## src/rtl/video_tx_pkg.sv

```systemverilog
// video_tx_pkg: config word layout, field codes, pipeline latencies and config unpacking for the video TX timing generator
package video_tx_pkg;

    localparam int H_TOTAL_LSB    = 0;
    localparam int H_TOTAL_W      = 12;
    localparam int H_ACTIVE_LSB   = 12;
    localparam int H_ACTIVE_W     = 11;
    localparam int H_BP_LSB       = 23;
    localparam int H_BP_W         = 9;

    localparam int H_SYNC_LSB     = 0;
    localparam int H_SYNC_W       = 9;
    localparam int V_TOTAL_LSB    = 9;
    localparam int V_TOTAL_W      = 11;
    localparam int V_ACTIVE_LSB   = 20;
    localparam int V_ACTIVE_W     = 11;
    localparam int INTERLACED_BIT = 31;

    localparam int V_BP_LSB       = 0;
    localparam int V_BP_W         = 9;
    localparam int V_SYNC_LSB     = 9;
    localparam int V_SYNC_W       = 4;
    localparam int V_LOCK_LSB     = 13;
    localparam int V_LOCK_W       = 11;
    localparam int LOCK_EN_BIT    = 24;

    localparam logic FID_ODD  = 1'b1;
    localparam logic FID_EVEN = 1'b0;

    localparam int TX_PP_LATENCY    = 3;
    localparam int TX_FETCH_LATENCY = 2;

    // All numeric fields widened to the 12-bit arithmetic width
    typedef struct packed {
        logic [11:0] h_total;
        logic [11:0] h_active;
        logic [11:0] h_bp;
        logic [11:0] h_sync;
        logic [11:0] v_total;
        logic [11:0] v_active;
        logic [11:0] v_bp;
        logic [11:0] v_sync;
        logic [11:0] v_lock;
        logic        interlaced;
        logic        lock_en;
    } tx_cfg_t;

    function automatic tx_cfg_t unpack_cfg(input logic [31:0] c1, input logic [31:0] c2, input logic [31:0] c3);
        tx_cfg_t c;
        c.h_total    = 12'(c1[H_TOTAL_LSB +: H_TOTAL_W]);
        c.h_active   = 12'(c1[H_ACTIVE_LSB +: H_ACTIVE_W]);
        c.h_bp       = 12'(c1[H_BP_LSB +: H_BP_W]);
        c.h_sync     = 12'(c2[H_SYNC_LSB +: H_SYNC_W]);
        c.v_total    = 12'(c2[V_TOTAL_LSB +: V_TOTAL_W]);
        c.v_active   = 12'(c2[V_ACTIVE_LSB +: V_ACTIVE_W]);
        c.interlaced = c2[INTERLACED_BIT];
        c.v_bp       = 12'(c3[V_BP_LSB +: V_BP_W]);
        c.v_sync     = 12'(c3[V_SYNC_LSB +: V_SYNC_W]);
        c.v_lock     = 12'(c3[V_LOCK_LSB +: V_LOCK_W]);
        c.lock_en    = c3[LOCK_EN_BIT];
        return c;
    endfunction

endpackage

```

## src/rtl/video_tx_delay.sv

```systemverilog
// video_tx_delay: fixed-depth register delay line with a configurable reset value
module video_tx_delay #(
    parameter int           W       = 1,
    parameter int           DEPTH   = 1,
    parameter logic [W-1:0] RST_VAL = '0
) (
    input  logic         clk_i,
    input  logic         rst_i,
    input  logic [W-1:0] d_i,
    output logic [W-1:0] q_o
);

    logic [W-1:0] pipe_q [DEPTH];

    // Shift the sample one stage per clock; reset fills every stage with the idle value
    always_ff @(posedge clk_i or posedge rst_i) begin
        if (rst_i) begin
            for (int i = 0; i < DEPTH; i++) pipe_q[i] <= RST_VAL;
        end else begin
            pipe_q[0] <= d_i;
            for (int i = 1; i < DEPTH; i++) pipe_q[i] <= pipe_q[i-1];
        end
    end

    assign q_o = pipe_q[DEPTH-1];

endmodule

```

## src/rtl/video_tx_timing_gen.sv

```systemverilog
// video_tx_timing_gen: HSYNC/VSYNC/DE/FID and fetch-coordinate generator with aligned RGB return; VIDEO_TX_FRAMELOCK_EN adds VSYNC framelock
module video_tx_timing_gen
    import video_tx_pkg::*;
(
    input  logic        PCLK_i,
    input  logic        reset_i,
    input  logic [31:0] hv_out_config,
    input  logic [31:0] hv_out_config2,
    input  logic [31:0] hv_out_config3,
    input  logic        vsync_ref_i,
    input  logic [7:0]  R_i,
    input  logic [7:0]  G_i,
    input  logic [7:0]  B_i,
    output logic        req_de_o,
    output logic [10:0] req_xpos_o,
    output logic [10:0] req_ypos_o,
    output logic [7:0]  R_o,
    output logic [7:0]  G_o,
    output logic [7:0]  B_o,
    output logic        HSYNC_o,
    output logic        VSYNC_o,
    output logic        DE_o,
    output logic        FID_o,
    output logic        frame_start_o
);

    tx_cfg_t     cfg_q, cfg;
    logic [11:0] h_cnt_q, h_cnt_d, v_cnt_q, v_cnt_d;
    logic        odd_q, odd_d, lock_q, lock, load, h_wrap, v_wrap;
    logic [11:0] fl_odd, fl, half, hstart, vstart, lock_line;
    logic        hs0, vs_low0, de0, fs0, de_s2_q;
    logic [10:0] x0, y0;
    logic        unused_bits;

    assign unused_bits = ^hv_out_config3[31:25];

`ifdef VIDEO_TX_FRAMELOCK_EN
    logic vref_q;

    // Previous reference VSYNC level for falling-edge detection
    always_ff @(posedge PCLK_i or posedge reset_i) begin
        if (reset_i) vref_q <= 1'b0;
        else         vref_q <= vsync_ref_i;
    end

    assign lock      = cfg.lock_en && vref_q && !vsync_ref_i;
    assign lock_line = (cfg.v_lock >= fl_odd) ? 12'd0 : cfg.v_lock;
`else
    logic unused_lock;

    assign unused_lock = ^{vsync_ref_i, cfg.v_lock, cfg.lock_en};
    assign lock        = 1'b0;
    assign lock_line   = 12'd0;
`endif

    // Stage 0: shadow selection, counter next-state and raw sync/DE/coordinate decode
    always_comb begin
        fs0      = h_cnt_q == 12'd0 && v_cnt_q == 12'd0 && odd_q == FID_ODD;
        load     = fs0 && !lock_q;
        cfg      = load ? unpack_cfg(hv_out_config, hv_out_config2, hv_out_config3) : cfg_q;
        fl_odd   = cfg.interlaced ? (cfg.v_total + 12'd1) >> 1 : cfg.v_total;
        fl       = (!cfg.interlaced || odd_q == FID_ODD) ? fl_odd : cfg.v_total >> 1;
        h_wrap   = h_cnt_q >= cfg.h_total - 12'd1;
        v_wrap   = v_cnt_q >= fl - 12'd1;
        h_cnt_d  = (lock || h_wrap) ? 12'd0 : h_cnt_q + 12'd1;
        v_cnt_d  = lock ? lock_line : !h_wrap ? v_cnt_q : v_wrap ? 12'd0 : v_cnt_q + 12'd1;
        odd_d    = lock ? FID_ODD : !(h_wrap && v_wrap) ? odd_q : cfg.interlaced ? ~odd_q : FID_ODD;
        half     = cfg.h_total >> 1;
        hstart   = cfg.h_sync + cfg.h_bp;
        vstart   = cfg.v_sync + cfg.v_bp;
        hs0      = !(h_cnt_q < cfg.h_sync);
        vs_low0  = (odd_q == FID_ODD) ? v_cnt_q < cfg.v_sync :
                   (v_cnt_q != 12'd0 || h_cnt_q >= half) &&
                   (v_cnt_q < cfg.v_sync || (v_cnt_q == cfg.v_sync && h_cnt_q < half));
        de0      = h_cnt_q >= hstart && h_cnt_q < hstart + cfg.h_active &&
                   v_cnt_q >= vstart && v_cnt_q < vstart + cfg.v_active;
        x0       = h_cnt_q[10:0] - hstart[10:0];
        y0       = v_cnt_q[10:0] - vstart[10:0];
    end

    // Counters, shadow config, fetch request (stage 1) and RGB capture (stage 3)
    always_ff @(posedge PCLK_i or posedge reset_i) begin
        if (reset_i) begin
            h_cnt_q    <= '0;
            v_cnt_q    <= '0;
            odd_q      <= FID_ODD;
            cfg_q      <= '0;
            lock_q     <= 1'b0;
            req_de_o   <= 1'b0;
            req_xpos_o <= '0;
            req_ypos_o <= '0;
            de_s2_q    <= 1'b0;
            R_o        <= '0;
            G_o        <= '0;
            B_o        <= '0;
        end else begin
            h_cnt_q    <= h_cnt_d;
            v_cnt_q    <= v_cnt_d;
            odd_q      <= odd_d;
            cfg_q      <= cfg;
            lock_q     <= lock;
            req_de_o   <= de0;
            req_xpos_o <= x0;
            req_ypos_o <= y0;
            de_s2_q    <= req_de_o;
            R_o        <= de_s2_q ? R_i : 8'd0;
            G_o        <= de_s2_q ? G_i : 8'd0;
            B_o        <= de_s2_q ? B_i : 8'd0;
        end
    end

    video_tx_delay #(
        .W      (5),
        .DEPTH  (TX_PP_LATENCY),
        .RST_VAL(5'b11010)
    ) u_ctl_delay (
        .clk_i (PCLK_i),
        .rst_i (reset_i),
        .d_i   ({hs0, ~vs_low0, de0, odd_q, fs0}),
        .q_o   ({HSYNC_o, VSYNC_o, DE_o, FID_o, frame_start_o})
    );

endmodule

```

## config.mk

```make
export PLATFORM = sky130hd
export DESIGN_NAME = video_tx_timing_gen
export DESIGN_NICKNAME = d
export VERILOG_FILES = /design/src/rtl/video_tx_pkg.sv /design/src/rtl/video_tx_delay.sv /design/src/rtl/video_tx_timing_gen.sv
export SDC_FILE = /design/constraint.sdc
export NUM_CORES = 1
export LEC_CHECK = 0
export ABC_AREA = 1
export CAP_MARGIN = 20
export CORE_ASPECT_RATIO = 1.25
export CORE_MARGIN = 4
export CORE_UTILIZATION = 47
export CTS_CLUSTER_SIZE = 8
export DETAILED_ROUTE_END_ITERATION = 6
export DONT_BUFFER_PORTS = 1
export PLACE_DENSITY = 0.59
export SETUP_SLACK_MARGIN = 0.15
export SLEW_MARGIN = 20
export SYNTH_ARGS = -nofsm -noshare
export SYNTH_HDL_FRONTEND = slang
export SYNTH_HIERARCHICAL = 1
export SYNTH_SLANG_ARGS = --single-unit
```

## constraint.sdc

```tcl
create_clock -name PCLK_i -period 7.28 [get_ports PCLK_i]
set_input_delay 0.364 -clock PCLK_i [delete_from_list [all_inputs] [get_ports PCLK_i]]
set_output_delay 0.364 -clock PCLK_i [all_outputs]
set_load 0.03 [all_outputs]
```

== Yosys cells after proc, flatten, opt, wreduce, memory -nomap -nowiden ==
Cells that the tools add are included.
Storage, ports and cells
  logic and storage cells: 74
  input bits: 123
  flip-flop bits (word level): 197
Cells by class
  order comparisons: 10
  eq/ne operators: 1
  bitwise gates (word level): 2
  muxes and demuxes: 10
  $add $sub $neg: 11
  reductions and logical operators: 16
Operators with widths (count)
  $mux 110: 1
  $add 12x12->12: 4
  $ge 12x12->1: 4
  $lt 12x12->1: 4
  $mux 12: 4
  $add 12x1->12 const B: 3
  $logic_not 12->1: 2
  $mux 8: 3
  $sub 12x1->12 const B: 2
  $sub 11x11->11: 2
  $eq 12x12->1: 1
  $ge 12x11->1: 1
  $lt 12x11->1: 1
  $reduce_bool 12->1: 1
  $logic_and 1x1->1: 8
  $logic_or 1x1->1: 3
  $logic_not 1->1: 2
  $mux 1: 2
  $not 1->1: 2

== Longest topological paths before layout ==
Gate-level depths: netlist of run 1.
  depth after elaboration: 10
  mapped depth: 43

== By module ==
Netlist of run 1, hierarchy kept.
Modules (own cells, without submodules)
  video_tx_timing_gen: seq. area each 4255.3 µm², area an instance 12142.9 µm², cells each 1532, instances 1
  video_tx_delay: seq. area each 386.6 µm², area an instance 427.9 µm², cells each 21, instances 1

== Worst setup path after synthesis of run 1 ==
Ideal clock, no wire load.
  kind: register to register
  start: register v_cnt_q[0]
  end: register req_de_o
  arrival time: 5.589 ns
  library setup time: 0.066 ns
  data required time: 7.214 ns
  slack: 1.625 ns
  stages on the path, launching flop included: 38
  clock period less this slack: 5.655 ns
  cells stage by stage: dfrtp_1 > inv_1 > ha_1 > nand2_1 > nor2_1 > inv_1 > nor2_8 > nand2_8 > inv_6 > buf_2 > buf_2 > buf_1 > nor2_1 > nor2_1 > inv_1 > fa_1 > o21ai_0 > a21oi_1 > [2 not listed] > o21ai_0 > xor2_1 > inv_1 > ha_1 > nand2_1 > nand2_1 > nand2_1 > nand2_1 > a21oi_1 > xor2_1 > xor2_1 > inv_1 > ha_1 > nand2_1 > nand3_1 > nor4_1 > nand2_1 > inv_1
RTL lines
  start, declared: line video_tx_timing_gen.sv:28  | logic [11:0] h_cnt_q, h_cnt_d, v_cnt_q, v_cnt_d;
  start signal, assigned: line video_tx_timing_gen.sv:98  | v_cnt_q <= v_cnt_d;
  end signal, assigned: line video_tx_timing_gen.sv:89  | req_de_o <= 1'b0;
  end signal, assigned: line video_tx_timing_gen.sv:102  | req_de_o <= de0;
  end, declared: line video_tx_timing_gen.sv:14  | output logic req_de_o,

==> results.md, run 1 <==
- The flow ran to the end, and the final reports show no timing, DRC or antenna violations.
- The netlist uses 63 different library cells.
- In the synthesized netlist, the number of instances is 1,553.
- Summing all flip-flop and latch instances after layout gives 4640 um^2.
- For this run, the top clock speed supported by timing is 157 MHz.
- The via density per instance is around 5.
- In this run the critical register-to-register path is captured at u_ctl_delay/pipe_q[12].
- The combined area of the multi-input logic cells is about 7000 um^2.
- The predominant post-synthesis flop cell is sky130_fd_sc_hd__dfrtp_1.
- VDD sags by at most 158 uV.
- Of all nets on the critical path, the largest fanout is 54.
- In this run the clock root is driven by a sky130_fd_sc_hd__clkbuf_16.
- For this block, the routed nets add up to 31,100 um of wire.
- The synthesized design spends more area on one cell type than any other, namely sky130_fd_sc_hd__dfrtp_1.
- After layout, the minimum clock period comes to approximately 6.4 ns.
- The power density relative to cell area is 153 nW/um^2.
- The number of flops mapped to enable cells by yosys is 0.
- The area share of the largest cell type after synthesis is 34.8%.
- The critical path is of the reg2reg type.
- The arrival time at the worst endpoint is 6.75 ns.
- TritonCTS built the clock tree.
- Synthesis inferred 185 register bits.
- Cells fill roughly 52% of the core in the end.
- The setup violation total in the final timing report is 0.
- The count of endpoints failing hold in the final timing report was 0.
- The mapped netlist covers around 13,000 um^2.
- The worst hold path endpoint is G_o[5].
- The global router's overall resource usage is 21.7%.
- Detailed placement finished with a half-perimeter wire length of 24,100 um.
- The number of levels in the clock H-tree is 4.
- Clock-pin slew was measured on the worst setup and hold paths at roughly 0.070 ns.
- The placement row count is 66.
- In the post-synthesis netlist, the biggest area contributors are sky130_fd_sc_hd__dfrtp_1 (35%), sky130_fd_sc_hd__ha_1 (15%), sky130_fd_sc_hd__nand2_1 (13%).
- The number of max-capacitance violations reported is 0.
- The number of violations reported at the end of detailed-routing iteration 0 is 427.
- For this run, the register share of the synthesized area comes to a little under two fifths.
- The worst register-to-register path has a setup slack of 0.91 ns.
- Setup repair after global routing left no endpoint under its margin.
- The ratio of final minimum period to clock period is 87.5%.
- The final antenna diode count is 0.
- Of all flip-flops after synthesis, the portion carrying an async set or reset was 100%.
- The average wire per cell in the routed design is 16.2 um.
- No sink is reached through more buffers than the 2 on the longest clock path.
- On the final layout, the worst clock skew is 0.00962 ns.
- The number of buffers inserted by port buffering is 0.
- The total CTS buffers is 17.
- The critical path buffer and inverter count is 7.
- In this run the remaining antenna-violating nets after routing total 0.
- In the final design database the tool counted 1,843 nets.
- STA classifies the critical path startpoint as a flop.
- The cell depth of the worst flop-to-flop path is 34.
- Along the worst hold path, the cell count comes to 2.
- For this design the static power due to leakage is approximately 7.3 nW.
- The critical path starts at v_cnt_q[0].
- The average footprint of a synthesized cell is between 8 and 9 um^2.
- Adding up every negative setup slack in the final design gives 0 ns.
- The cell family contributing the most delay on the critical path is simple AND/OR/NAND/NOR gates.
- The floorplan step defined a die boundary enclosing roughly 29,000 um^2.
- The critical hold path startpoint is G_i[5].
- The worst pin sits at a relative slew slack of 29.3%.
- Compared with the post-synthesis result, the final layout area differs by 8.72%.
- The first detailed-routing pass took 4 iterations.
- The slowest stage of the critical path is the sky130_fd_sc_hd__fa_1 cell.
- The number of antenna violations at the first check in global routing is 0.
- The number of global-route vias before repair is 9,624.
- The pin slew with the least headroom to its limit is 1.05 ns.
- The aggregate global routing overflow is 0.
- At the end of routability-driven placement, the weighted congestion stood at about 0.9.
- The most repeated library cell on the critical path is sky130_fd_sc_hd__nand2_1.
- Of the cells placed in the final design, the portion with a size suffix greater than 1 is 10.2%.
- The initial standard-cell utilization of the core is 48.0%.
- The number of pins with negative max-slew slack in the final report is 0.
- The die height is approximately 190 um.
- Synthesis produced a netlist with a net count of roughly 1,800.
- During synthesis, Yosys emitted a total of 6 warnings.
- For this run, design rule violations remaining after detail routing come to 0.
- The number of filler instances in the final layout is ~2,500.
- Summing over every cut layer, the via total after detailed routing is 9,695.
- The number of buffers inserted by post-CTS setup repair is 0.
- The peak per-stage delay on the critical path is 0.44 ns.
- The startpoint identified for the worst register-to-register timing path is v_cnt_q[0].
- The path class of the tightest hold or removal check is in2reg.
- At the worst endpoint, the required time is 7.66 ns.
- The global-route wire length before repair is between 50,000 and 60,000 um.
- The worst setup path is captured at a flop.
- The later-pin clock latency in the skew report is between 0.4 and 0.5 ns.
- 175 I/O pins were placed.
- The total number of clock tree sinks is approximately 190.
- The die is 154 um wide.
- The core outline area is 26,200 um^2.
- The maximum number of pins on one net before global-route repair is 71.
synthesized netlist by cell type, types with 5 or more instances:
| library cell | number |
|---|---|
| sky130_fd_sc_hd__nor2_1 | 84 |
| sky130_fd_sc_hd__o21ai_1 | 5 |
| sky130_fd_sc_hd__a211oi_1 | 5 |
| sky130_fd_sc_hd__a21oi_1 | 95 |
| sky130_fd_sc_hd__o211ai_1 | 5 |
| sky130_fd_sc_hd__o21ai_0 | 27 |
| sky130_fd_sc_hd__nor3_1 | 24 |
| sky130_fd_sc_hd__nand3b_1 | 5 |
| sky130_fd_sc_hd__nor2_4 | 9 |
| sky130_fd_sc_hd__buf_4 | 6 |
| sky130_fd_sc_hd__nor2_2 | 16 |
| sky130_fd_sc_hd__xor2_1 | 60 |
| sky130_fd_sc_hd__inv_2 | 21 |
| sky130_fd_sc_hd__dfstp_2 | 10 |
| sky130_fd_sc_hd__inv_1 | 206 |
| sky130_fd_sc_hd__nand2_2 | 21 |
| sky130_fd_sc_hd__nand2_4 | 5 |
| sky130_fd_sc_hd__fa_1 | 5 |
| sky130_fd_sc_hd__dfrtp_1 | 175 |
| sky130_fd_sc_hd__ha_1 | 146 |
| sky130_fd_sc_hd__o21bai_1 | 6 |
| sky130_fd_sc_hd__nand3_1 | 63 |
| sky130_fd_sc_hd__xnor2_1 | 18 |
| sky130_fd_sc_hd__nand3_2 | 10 |
| sky130_fd_sc_hd__nand4_1 | 18 |
| sky130_fd_sc_hd__clkbuf_1 | 11 |
| sky130_fd_sc_hd__nand2_1 | 431 |
how the worst max path moves through the flow:
stage                                   endpoint  cells past startpoint
final                     u_ctl_delay/pipe_q[12]                     34
after global routing      u_ctl_delay/pipe_q[12]                     34
after CTS                 u_ctl_delay/pipe_q[12]                     34
after detailed placement                req_de_o                     34
after global placement                  req_de_o                     32
after floorplan                         req_de_o                     37
what timing repair did:
item / CTS / global route
endpoints found under the setup margin: 0 / 2
hold endpoints to repair: 83 / 0
hold buffers: 10 / 0
resized for setup: 0 / 1
cell usage in the layout (no fill, tap or decap), types with 6 or more instances in the layout:
cell type / n
sky130_fd_sc_hd__nor2_2: 16
sky130_fd_sc_hd__clkbuf_16: 17
sky130_fd_sc_hd__nand3_2: 10
sky130_fd_sc_hd__xnor2_1: 18
sky130_fd_sc_hd__nand4_1: 18
sky130_fd_sc_hd__nand2_1: 431
sky130_fd_sc_hd__buf_4: 13
sky130_fd_sc_hd__o21ai_0: 27
sky130_fd_sc_hd__nor2_4: 9
sky130_fd_sc_hd__nor3_1: 24
sky130_fd_sc_hd__nand3_1: 63
sky130_fd_sc_hd__nor2_1: 84
sky130_fd_sc_hd__inv_2: 21
sky130_fd_sc_hd__dfrtp_1: 175
sky130_fd_sc_hd__dlygate4sd3_1: 10
sky130_fd_sc_hd__dfstp_2: 10
sky130_fd_sc_hd__a21oi_1: 95
sky130_fd_sc_hd__o21bai_1: 6
sky130_fd_sc_hd__xor2_1: 60
sky130_fd_sc_hd__ha_1: 146
sky130_fd_sc_hd__inv_1: 205
sky130_fd_sc_hd__nand2_2: 21
stage by stage:
stage,power (mW),instance area [um^2],std cells,setup slack (ns),hold WS [ns]
2_1_floorplan,1.11,12600,1553,1.62,0.259
3_3_place_gp,1.12,12900,1880,0.988,0.323
3_5_place_dp,1.12,12900,1880,0.863,0.335
4_1_cts,2.12,13700,1922,0.833,0.0000901
5_1_grt,2.18,13700,1922,0.220,0.00386
6_report,2.09,13700,1922,0.912,0.0197
logic make-up (layout without fill, tap and decap cells):
kind of cell	after synthesis	after routing	synth area share, %
AND/OR/NAND/NOR	706	706	25.6
XOR/XNOR	79	79	5.56
flip-flops	185	185	36.9
AO/OA/AOI/OAI	176	176	8.46
adder cells (fa/ha/maj)	151	151	15.3
buffers and inverters	256	285	8.15
per-layer routing:
metal	vias up	wire length, um	GRT usage, %
met5	-	0	0
met4	0	642	6.05
met3	29	1260	3.95
met2	179	15500	38.1
met1	4465	13700	27.3
li1	5022	-	-
sequential cells by signal, summed over array words and instances, names as in the netlist, 10 cells and up:
| signal | cells |
|---|---|
| u_ctl_delay/pipe_q | 10 |
| req_ypos_o | 11 |
| req_xpos_o | 11 |
| cfg_q | 97 |
| h_cnt_q | 12 |
| v_cnt_q | 12 |
where the power goes:
group          total, mW  switching [mW]  internal (mW)
registers           1.03         0.00422           1.03
logic             0.0727          0.0504         0.0222
clock network      0.986           0.453          0.533
area by class of cell:
cell class / count / share of cell area [%]
tap: 340 / 3.11
inverter: 230 / 6.45
clock inverter: 13 / 1.26
multi-input combinational: 1112 / 50.5
clock buffer: 19 / 3.24
timing repair buffer: 23 / 1.45
sequential: 185 / 34.0
Power figures use the tool's default switching activity.
==> inputs of run 2 (changes only) <==
--- a/config.mk
+++ b/config.mk
@@ -18,5 +18,4 @@
 export SLEW_MARGIN = 20
 export SYNTH_ARGS = -nofsm -noshare
 export SYNTH_HDL_FRONTEND = slang
-export SYNTH_HIERARCHICAL = 1
 export SYNTH_SLANG_ARGS = --single-unit
==> run 2 against run 1 <==
  * Global-route usage shrank 0.11 points
  * Flip-flop and latch count decreased by 2
  * Cell area decreased by 2.9%
  * Largest power group unchanged
==> results.md, run 2 <==
- The tightest min-delay check is of the in2reg type.
- The synthesized-area fraction occupied by adder cells is between 10% and 20%.
- The post-synthesis cell count is 1,527.
- Clock-pin slew was measured on the worst setup and hold paths at around 0.07 ns.
- In the global route stage, overall resource usage came out at 21.5%.
- The post-synthesis share of cell area spent on xor and xnor gates is 5.81%.
- Pin placement for this block handled 175 I/O pins.
- The setup violation total in the final timing report is 0.
- The run finished with clean final reports.
- In this run the worst setup path begins at v_cnt_q[1].
- The last element of the critical path is u_ctl_delay.pipe_q[12].
- The portion of the post-synthesis area used by sequential elements is 37.3%.
- The cell with the most instances after synthesis is sky130_fd_sc_hd__nand2_1.
- Entering global routing, the biggest net connects 125 pins.
- The root cell of the clock tree is sky130_fd_sc_hd__clkbuf_16.
- Setup repair after global routing left no endpoint under its margin.
- The total power is ~2 mW.
- The initial standard-cell utilization of the core is 47.5%.
- The area growth from synthesis to layout is 7.77%.
- The peak fanout along the critical path is 23.
- The net count of the finished layout is 1,805.
- The die height is 189 um.
- The number of routed nets with antenna violations is 0.
- TritonCTS built the clock tree.
- The highest ir drop seen on vdd is 165 uV.
- The synthesized net count is approximately 1,800.
- The yosys synthesis warning count is 0.
- The flip-flop and latch count after synthesis is 183.
- In the final routed layout, each cell accounts on average for 16.2 um.
- The area enclosed by the die boundary is 28,900 um^2.
- In the final layout, the registers with the most flip-flops are cfg_q x97, h_cnt_q x12, v_cnt_q x12.
- In the synthesized netlist, mux cells make up 0% of the area.
- The half-perimeter wire length after detailed placement is between 20,000 and 25,000 um.
- Ranked by total cell area, the synthesized netlist is headed by sky130_fd_sc_hd__dfrtp_1 (35%), sky130_fd_sc_hd__ha_1 (15%), sky130_fd_sc_hd__nand2_1 (14%).
- For the worst setup path, the data arrival time is 6.58 ns.
- The flip-flop count of the largest register, all copies and words added is 97.
- The routed layout has 9,557 vias.
- Of the total synthesized cell area, the portion taken by AND, OR, NAND and NOR gates is 24.3%.
- Hold timing on the final database bottoms out at a slack of 0.0213 ns.
- In this run the power density over the cells is 150 nW/um^2.
- The placer congestion estimate is 0.910.
- Buffers placed on the I/O ports in this run total 0.
- For this block, the routed nets add up to 30,500 um of wire.
- The most repeated library cell on the critical path is sky130_fd_sc_hd__nand2_1.
- Among all flip-flop cells after synthesis, the most frequent one is sky130_fd_sc_hd__dfrtp_1.
- The ratio of final minimum period to clock period is 85.4%.
- The via density per instance is roughly 5.
- The destination of the worst register-to-register timing path is u_ctl_delay.pipe_q[12].
- Clock tree synthesis found a total of 183 sinks.
- The first detailed-routing pass ran for 5 iterations.
- Of all cell types, the one taking the most synthesized area is sky130_fd_sc_hd__dfrtp_1.
- The maximum clock skew at final layout is about 0.014 ns.
- Based on the critical path, the design can be clocked at up to approximately 160 MHz.
- The cell with the largest stage delay on the worst path is sky130_fd_sc_hd__dfrtp_1.
- The worst max-slew margin expressed relative to the limit is 43.2%.
- Counting cells, the worst reg-to-reg path comes to 34.
- More flip-flops sit in one register than any other, and that register is cfg_q.
- In this run the biggest area consumer among cell types represents 35.2% of the synthesized area.
- The number of violations reported at the end of detailed-routing iteration 0 is roughly 430.
- Of the cells placed in the final design, the portion with a size suffix greater than 1 is 9.12%.
- The worst reg-to-reg setup slack is 1.06 ns.
- Leaving out fill and tap cells, the most frequent cell in the layout is sky130_fd_sc_hd__nand2_1.
- Yosys mapped a number of flops with a built-in enable equal to 0.
- In the routed design, unresolved DRC markers number 0.
- The first global-routing pass estimated 49,700 um of wire.
- The later-pin clock latency in the skew report is 0.44 ns.
- The number of pins with negative max-slew slack in the final report is 0.
- The synthesized netlist devotes 9.20% of its cell area to compound gates.
- By area, the combinational part of the netlist is dominated by simple AND/OR/NAND/NOR gates.
- Max-cap violations in this run came to 0.
- The clock passes through at most 2 buffers.
- The peak per-stage delay on the critical path is 0.50 ns.
- After synthesis, the most frequently instantiated cells are sky130_fd_sc_hd__nand2_1 (445), sky130_fd_sc_hd__inv_1 (199), sky130_fd_sc_hd__dfrtp_1 (173).
- STA classifies the critical path startpoint as a flop.
- The core outline area is 25,900 um^2.
- Clock tree synthesis inserted a total of 17 buffers.
- The worst path in the final design needs a cycle of 6.22 ns, including I/O delays and setup.
- The analysis attributes to cell leakage a power of between 7 and 8 nW.
- The post-cts resize count is 0.
- The number of global-route vias before repair is slightly below 10,000.
- The critical path data required time is 7.65 ns.
- The number of antenna violations at the first check in global routing is 0.
- The placement row count is 66.
- Global routing finished with a remaining overflow of 0.
- In the layout the commonest cells are sky130_fd_sc_hd__nand2_1 (445), sky130_fd_sc_hd__inv_1 (198), sky130_fd_sc_hd__dfrtp_1 (173).
- The synthesized cell area is 12,300 um^2.
- Dividing the synthesized area by the synthesized cell count gives 8.06 um^2.
- The pin slew with the least headroom to its limit is ~0.85 ns.
- The nature of the critical path endpoint is a flop.
- The sum of negative setup slack is 0 ns.
- The async set or reset register ratio after synthesis is 100%.
- The worst register-to-register path begins at v_cnt_q[1].
- The number of antenna diodes in the final layout is 0.
- The H-tree generated during clock tree synthesis spans 4 levels.
- The critical path class is reg2reg.
- The number of different library cells used by synthesis comes to just over 60.
- The die width is ~150 um.
- The count of endpoints failing hold in the final timing report is 0.
-- run 2: cell count changes in the layout (fill, tap and decap cells not counted), moves of 7 or more --
cell	delta
sky130_fd_sc_hd__nand2_1	+14
sky130_fd_sc_hd__a21oi_1	-13
sky130_fd_sc_hd__dlygate4sd3_1	-9
sky130_fd_sc_hd__inv_1	-7
sky130_fd_sc_hd__nor2_2	-7
-- run 2: final cells by class --
type / instances / area (um^2)
fillers: 2526 / 12700
multi-input cells: 1099 / 6760
flip-flops and latches: 183 / 4590
inverters: 224 / 856
clock buffers: 18 / 439
well taps: 340 / 425
clock inverters: 14 / 140
repair buffers: 8 / 62.6
-- run 2: worst min path at each step --
| stage | from | to | slack [ns] | depth (start not counted) |
|---|---|---|---|---|
| 2_1_floorplan | u_ctl_delay.pipe_q[10] | u_ctl_delay.pipe_q[5] | 0.33 | 0 |
| 3_3_place_gp | u_ctl_delay.pipe_q[5] | u_ctl_delay.q_o[0] | 0.33 | 0 |
| 3_5_place_dp | u_ctl_delay.pipe_q[5] | u_ctl_delay.q_o[0] | 0.33 | 0 |
| 4_1_cts | R_i[3] | R_o[3] | 0.004 | 2 |
| 5_1_grt | R_i[3] | R_o[3] | 0.01 | 2 |
| 6_report | R_i[3] | R_o[3] | 0.02 | 2 |
-- run 2: stage by stage --
stage               instance area [um^2]  setup WS, ns  util [%]  std cells
finish                             13300          1.06      51.2       1886
global route                       13300         0.320      51.2       1886
CTS                                13300         0.959      51.2       1886
detailed placement                 12700          1.01      48.9       1853
global placement                   12700          1.16      48.9       1853
floorplan                          12300          1.61         -       1527
-- run 2: power by group --
part,leakage (nW),internal [mW],switching [mW]
clock,0.279,0.491,0.432
sequential,2.07,1.02,0.00370
combinational,4.82,0.00854,0.0319
total,7.17,1.52,0.468
-- run 2: routing by layer --
metal	GRT usage, %	wire [um]	up-vias	share of wire, %
met5	0	0	-	0
met4	6.99	811	0	2.7
met3	3.54	1020	56	3.3
met2	39.8	15900	180	52
met1	25.4	12800	4396	42
li1	-	-	4925	-
-- run 2: cell families (layout without fill, tap and decap cells) --
group | after synthesis | in the layout
AND/OR/NAND/NOR | 690 | 690
adder cells (fa/ha/maj) | 149 | 149
XOR/XNOR | 80 | 80
flip-flops | 183 | 183
buffers and inverters | 245 | 264
AO/OA/AOI/OAI | 180 | 180
-- run 2: timing repair --
action | CTS | global route
buffers inserted | 0 | 0
hold buffers | 1 | 0
hold endpoints to repair | 25 | 0
-- run 2: critical path: cells and delay by family (launching register included) --
family	cells	cell delay, ns
AOI/OAI and AO/OA	8	1.74
and+or+nand+nor	13	1.36
adders and majority gates	4	1.07
DFF	1	0.50
buffers and inverters	6	0.86
xor gates and xnor gates	3	0.62
==> inputs of run 3 (changes only) <==
--- a/config.mk
+++ b/config.mk
@@ -14,6 +14,7 @@
 export DETAILED_ROUTE_END_ITERATION = 6
 export DONT_BUFFER_PORTS = 1
 export PLACE_DENSITY = 0.59
+export RECOVER_POWER = 100
 export SETUP_SLACK_MARGIN = 0.15
 export SLEW_MARGIN = 20
 export SYNTH_ARGS = -nofsm -noshare
==> constraint.sdc (replaced) <==
create_clock -name PCLK_i -period 5.94 [get_ports PCLK_i]
set_input_delay 0.297 -clock PCLK_i [delete_from_list [all_inputs] [get_ports PCLK_i]]
set_output_delay 0.297 -clock PCLK_i [all_outputs]
set_load 0.03 [all_outputs]
==> run 3 against run 2 <==
  * Largest cell class unchanged
  * The flow now finishes with violations (max-capacitance violations, max-slew violations)
  * Combinational power rose by 76%
  * Clock power increased by 27%
  * Critical path type unchanged
  * Cell area up 4.8%
  * Worst setup slack got worse by 0.49 ns
  * Core utilization increased by 2.5 points
  * Register-to-register slack worse by 0.49 ns
  * Hold slack got worse by 0.0036 ns
==> results.md, run 3 (same netlist as run 2, synthesis figures left out) <==
- The flow ran to the end, but the final reports show violations.
- The final reports fail on max-capacitance violations, max-slew violations.
- The top-level port count is ~180.
- The kind of launch point of the worst setup path is a flop.
- The count of nets left with antenna violations once routing finished came out at 0.
- Headroom to the max-slew limit came out at -98.2%.
- The number of vias after detailed routing is between 9,000 and 10,000.
- The critical hold path startpoint is hv_out_config3[0].
- The cell with the largest stage delay on the worst path is sky130_fd_sc_hd__dfstp_1.
- The number of global-route vias before repair was 9,848.
- In this run the critical register-to-register path is captured at v_cnt_q[7].
- CTS placed an instance of sky130_fd_sc_hd__clkbuf_16 at the clock tree root.
- The clock share of power is 46.9%.
- In this run the vertical extent of the chip is 189 um.
- The largest single stage delay on the critical path is 0.71 ns.
- The number of iterations in the first detailed-routing pass is 5.
- The number of antenna diodes in the final layout is 0.
- Of the total power, combinational logic draws 2.9%.
- The area growth from synthesis to layout is 13.0%.
- The register name with the most flops is cfg_q.
- The number of levels in the clock H-tree is 4.
- The time the worst path needs with I/O delays and setup is 5.37 ns.
- The later-pin clock latency in the skew report is 0.44 ns.
- Counting along the longest clock path gives a buffer depth of 2.
- The switching power of the nets is 582 uW.
- Once the floorplan was initialized, standard cells occupied 47.5% of the core.
- The floorplan step set the die width to 153 um.
- Buffers inserted during clock tree synthesis total 17.
- The residual DRC count is 0.
- Dividing the detail-routed via count by the number of cells gives 5.01.
- Routability-driven placement finished with a final weighted congestion of 0.909.
- STA puts the critical path data required time at 6.29 ns.
- The count of nets after finishing is between 1,500 and 2,000.
- The number of antenna violations at the first check in global routing is 0.
- The count of endpoints failing hold in the final timing report is 0.
- The number of cells traversed by the worst hold path is 2.
- The global router's overall resource usage is 21.9%.
- After legalization and detailed placement, the total HPWL measured 24,100 um.
- The path class of the tightest hold or removal check is in2reg.
- Entering global routing, the biggest net connects 139 pins.
- Based on the critical path, the design can be clocked at up to about 190 MHz.
- The number of pins with negative max-slew slack in the final report came to between 150 and 200.
- The flip-flop count of the largest register, all copies and words added is 97.
- The internal portion of the total power is about 1.9 mW.
- The cell depth of the worst flop-to-flop path is 27.
- Setup slack on the worst reg-to-reg path comes out at around 0.57 ns.
- The commonest non-fill, non-tap cell in the layout is sky130_fd_sc_hd__nand2_1.
- The critical path class is reg2reg.
- The fraction of layout cells with a size suffix above 1 is under 10%.
- The number of violations reported at the end of detailed-routing iteration 0 is between 400 and 500.
- The tree built by TritonCTS fans out to 183 sinks.
- The design draws 2.50 mW.
- The setup violation total in the final timing report is 0.
- In the final routed layout, each cell accounts on average for between 15 and 20 um.
- The total routed wirelength is 30,900 um.
- The floorplan step defined a die boundary enclosing 28,900 um^2.
- After clock tree synthesis, the clock-pin slew on the worst setup and hold paths is 0.07 ns.
- The launch instance of the worst register-to-register path is odd_q.
- In this run the static leakage power is 7.49 nW.
- The worst hold path endpoint is cfg_q[26].
- Setup repair after global routing left no endpoint under its margin.
- The peak fanout along the critical path is 14.
- The sum of negative setup slack is 0 ns.
- The nature of the critical path endpoint is a flop.
- The switching part of the total is 23.3%.
- The relative contribution of sequential cells to total power is 50.2%.
- The arrival time at the worst endpoint is 5.72 ns.
- The placement row count is 66.
- The global-route wire length before repair is 50,700 um.
- The number of buffers inserted by port buffering is 0.
- Clock skew on the completed layout was measured at 0.0108 ns.
- In the layout the commonest cells are sky130_fd_sc_hd__nand2_1 (447), sky130_fd_sc_hd__inv_1 (200), sky130_fd_sc_hd__dfrtp_1 (173).
- The ratio of final minimum period to clock period is 90.4%.
- At the pin with the least slew margin, the transition time is 2.97 ns.
- Power spread over the standard cell area amounts to 179 nW/um^2.
- The aggregate global routing overflow is 0.
- In this run the standard cell core region covers 25,900 um^2.
- TritonCTS built the clock tree.
- Max-cap violations in this run came to 2.
- The highest ir drop seen on vdd is 195 uV.
- In the final layout, the registers with the most flip-flops are cfg_q x97, h_cnt_q x12, v_cnt_q x12.
==> run 3: how the worst max path moves through the flow <==
stage	cells past startpoint	startpoint	endpoint	slack (ns)
after global routing	29	odd_q	v_cnt_q[10]	0.08
after global placement	34	v_cnt_q[0]	u_ctl_delay.pipe_q[12]	0.45
after floorplan	36	v_cnt_q[0]	u_ctl_delay.pipe_q[12]	0.27
final	27	odd_q	v_cnt_q[7]	0.57
after detailed placement	34	v_cnt_q[0]	u_ctl_delay.pipe_q[12]	0.38
after CTS	36	v_cnt_q[0]	u_ctl_delay.pipe_q[12]	0.34
==> run 3: through the flow <==
step           hold WS (ns)  cells  setup WS (ns)  utilization [%]  instance area (um^2)
2_1_floorplan         0.331   1527          0.272                -                 12300
3_3_place_gp          0.331   1885          0.446             49.9                 12900
3_5_place_dp          0.335   1885          0.379             49.9                 12900
4_1_cts            0.000762   1959          0.337             53.8                 13900
5_1_grt             0.00865   1959         0.0796             53.6                 13900
6_report             0.0177   1959          0.573             53.6                 13900
==> run 3: final cells by class <==
type	count	area [um^2]
timing repair buffer	81	726
inverter	224	853
clock buffer	19	433
clock inverter	13	161
sequential	183	4590
fill	2459	12000
tap	340	425
multi-input combinational	1099	6720
==> run 3: power by group through the flow <==
stage               registers [mW]  clock network, mW  logic [mW]
detailed placement            1.28                  0      0.0514
global placement              1.28                  0      0.0502
global route                  1.25               1.26      0.0819
floorplan                     1.28                  0      0.0371
finish                        1.25               1.17      0.0714
CTS                           1.25               1.20      0.0752
==> run 3: what timing repair did <==
item                       4_1_cts  5_1_grt
hold endpoints to repair       149        0
gates resized for setup          0        9
buffers inserted                 0        0
hold buffers                    42        0
setup endpoints to repair        0        1
==> run 3: metal layers <==
metal	share of wire (%)	global-route usage, %	up-vias
li1	-	-	5077
met1	42	26.5	4544
met2	52	40.3	164
met3	3.1	2.90	35
met4	2.2	7.20	0
met5	0	0	-
==> run 3: worst max-delay path: cells and delay by family, from the launching register on <==
family | cells | cell delay (ns)
AOI/OAI and AO/OA | 5 | 1.16
and+or+nand+nor | 15 | 2.13
buffers and inverters | 6 | 1.00
DFF | 1 | 0.71
adders and majority gates | 1 | 0.31
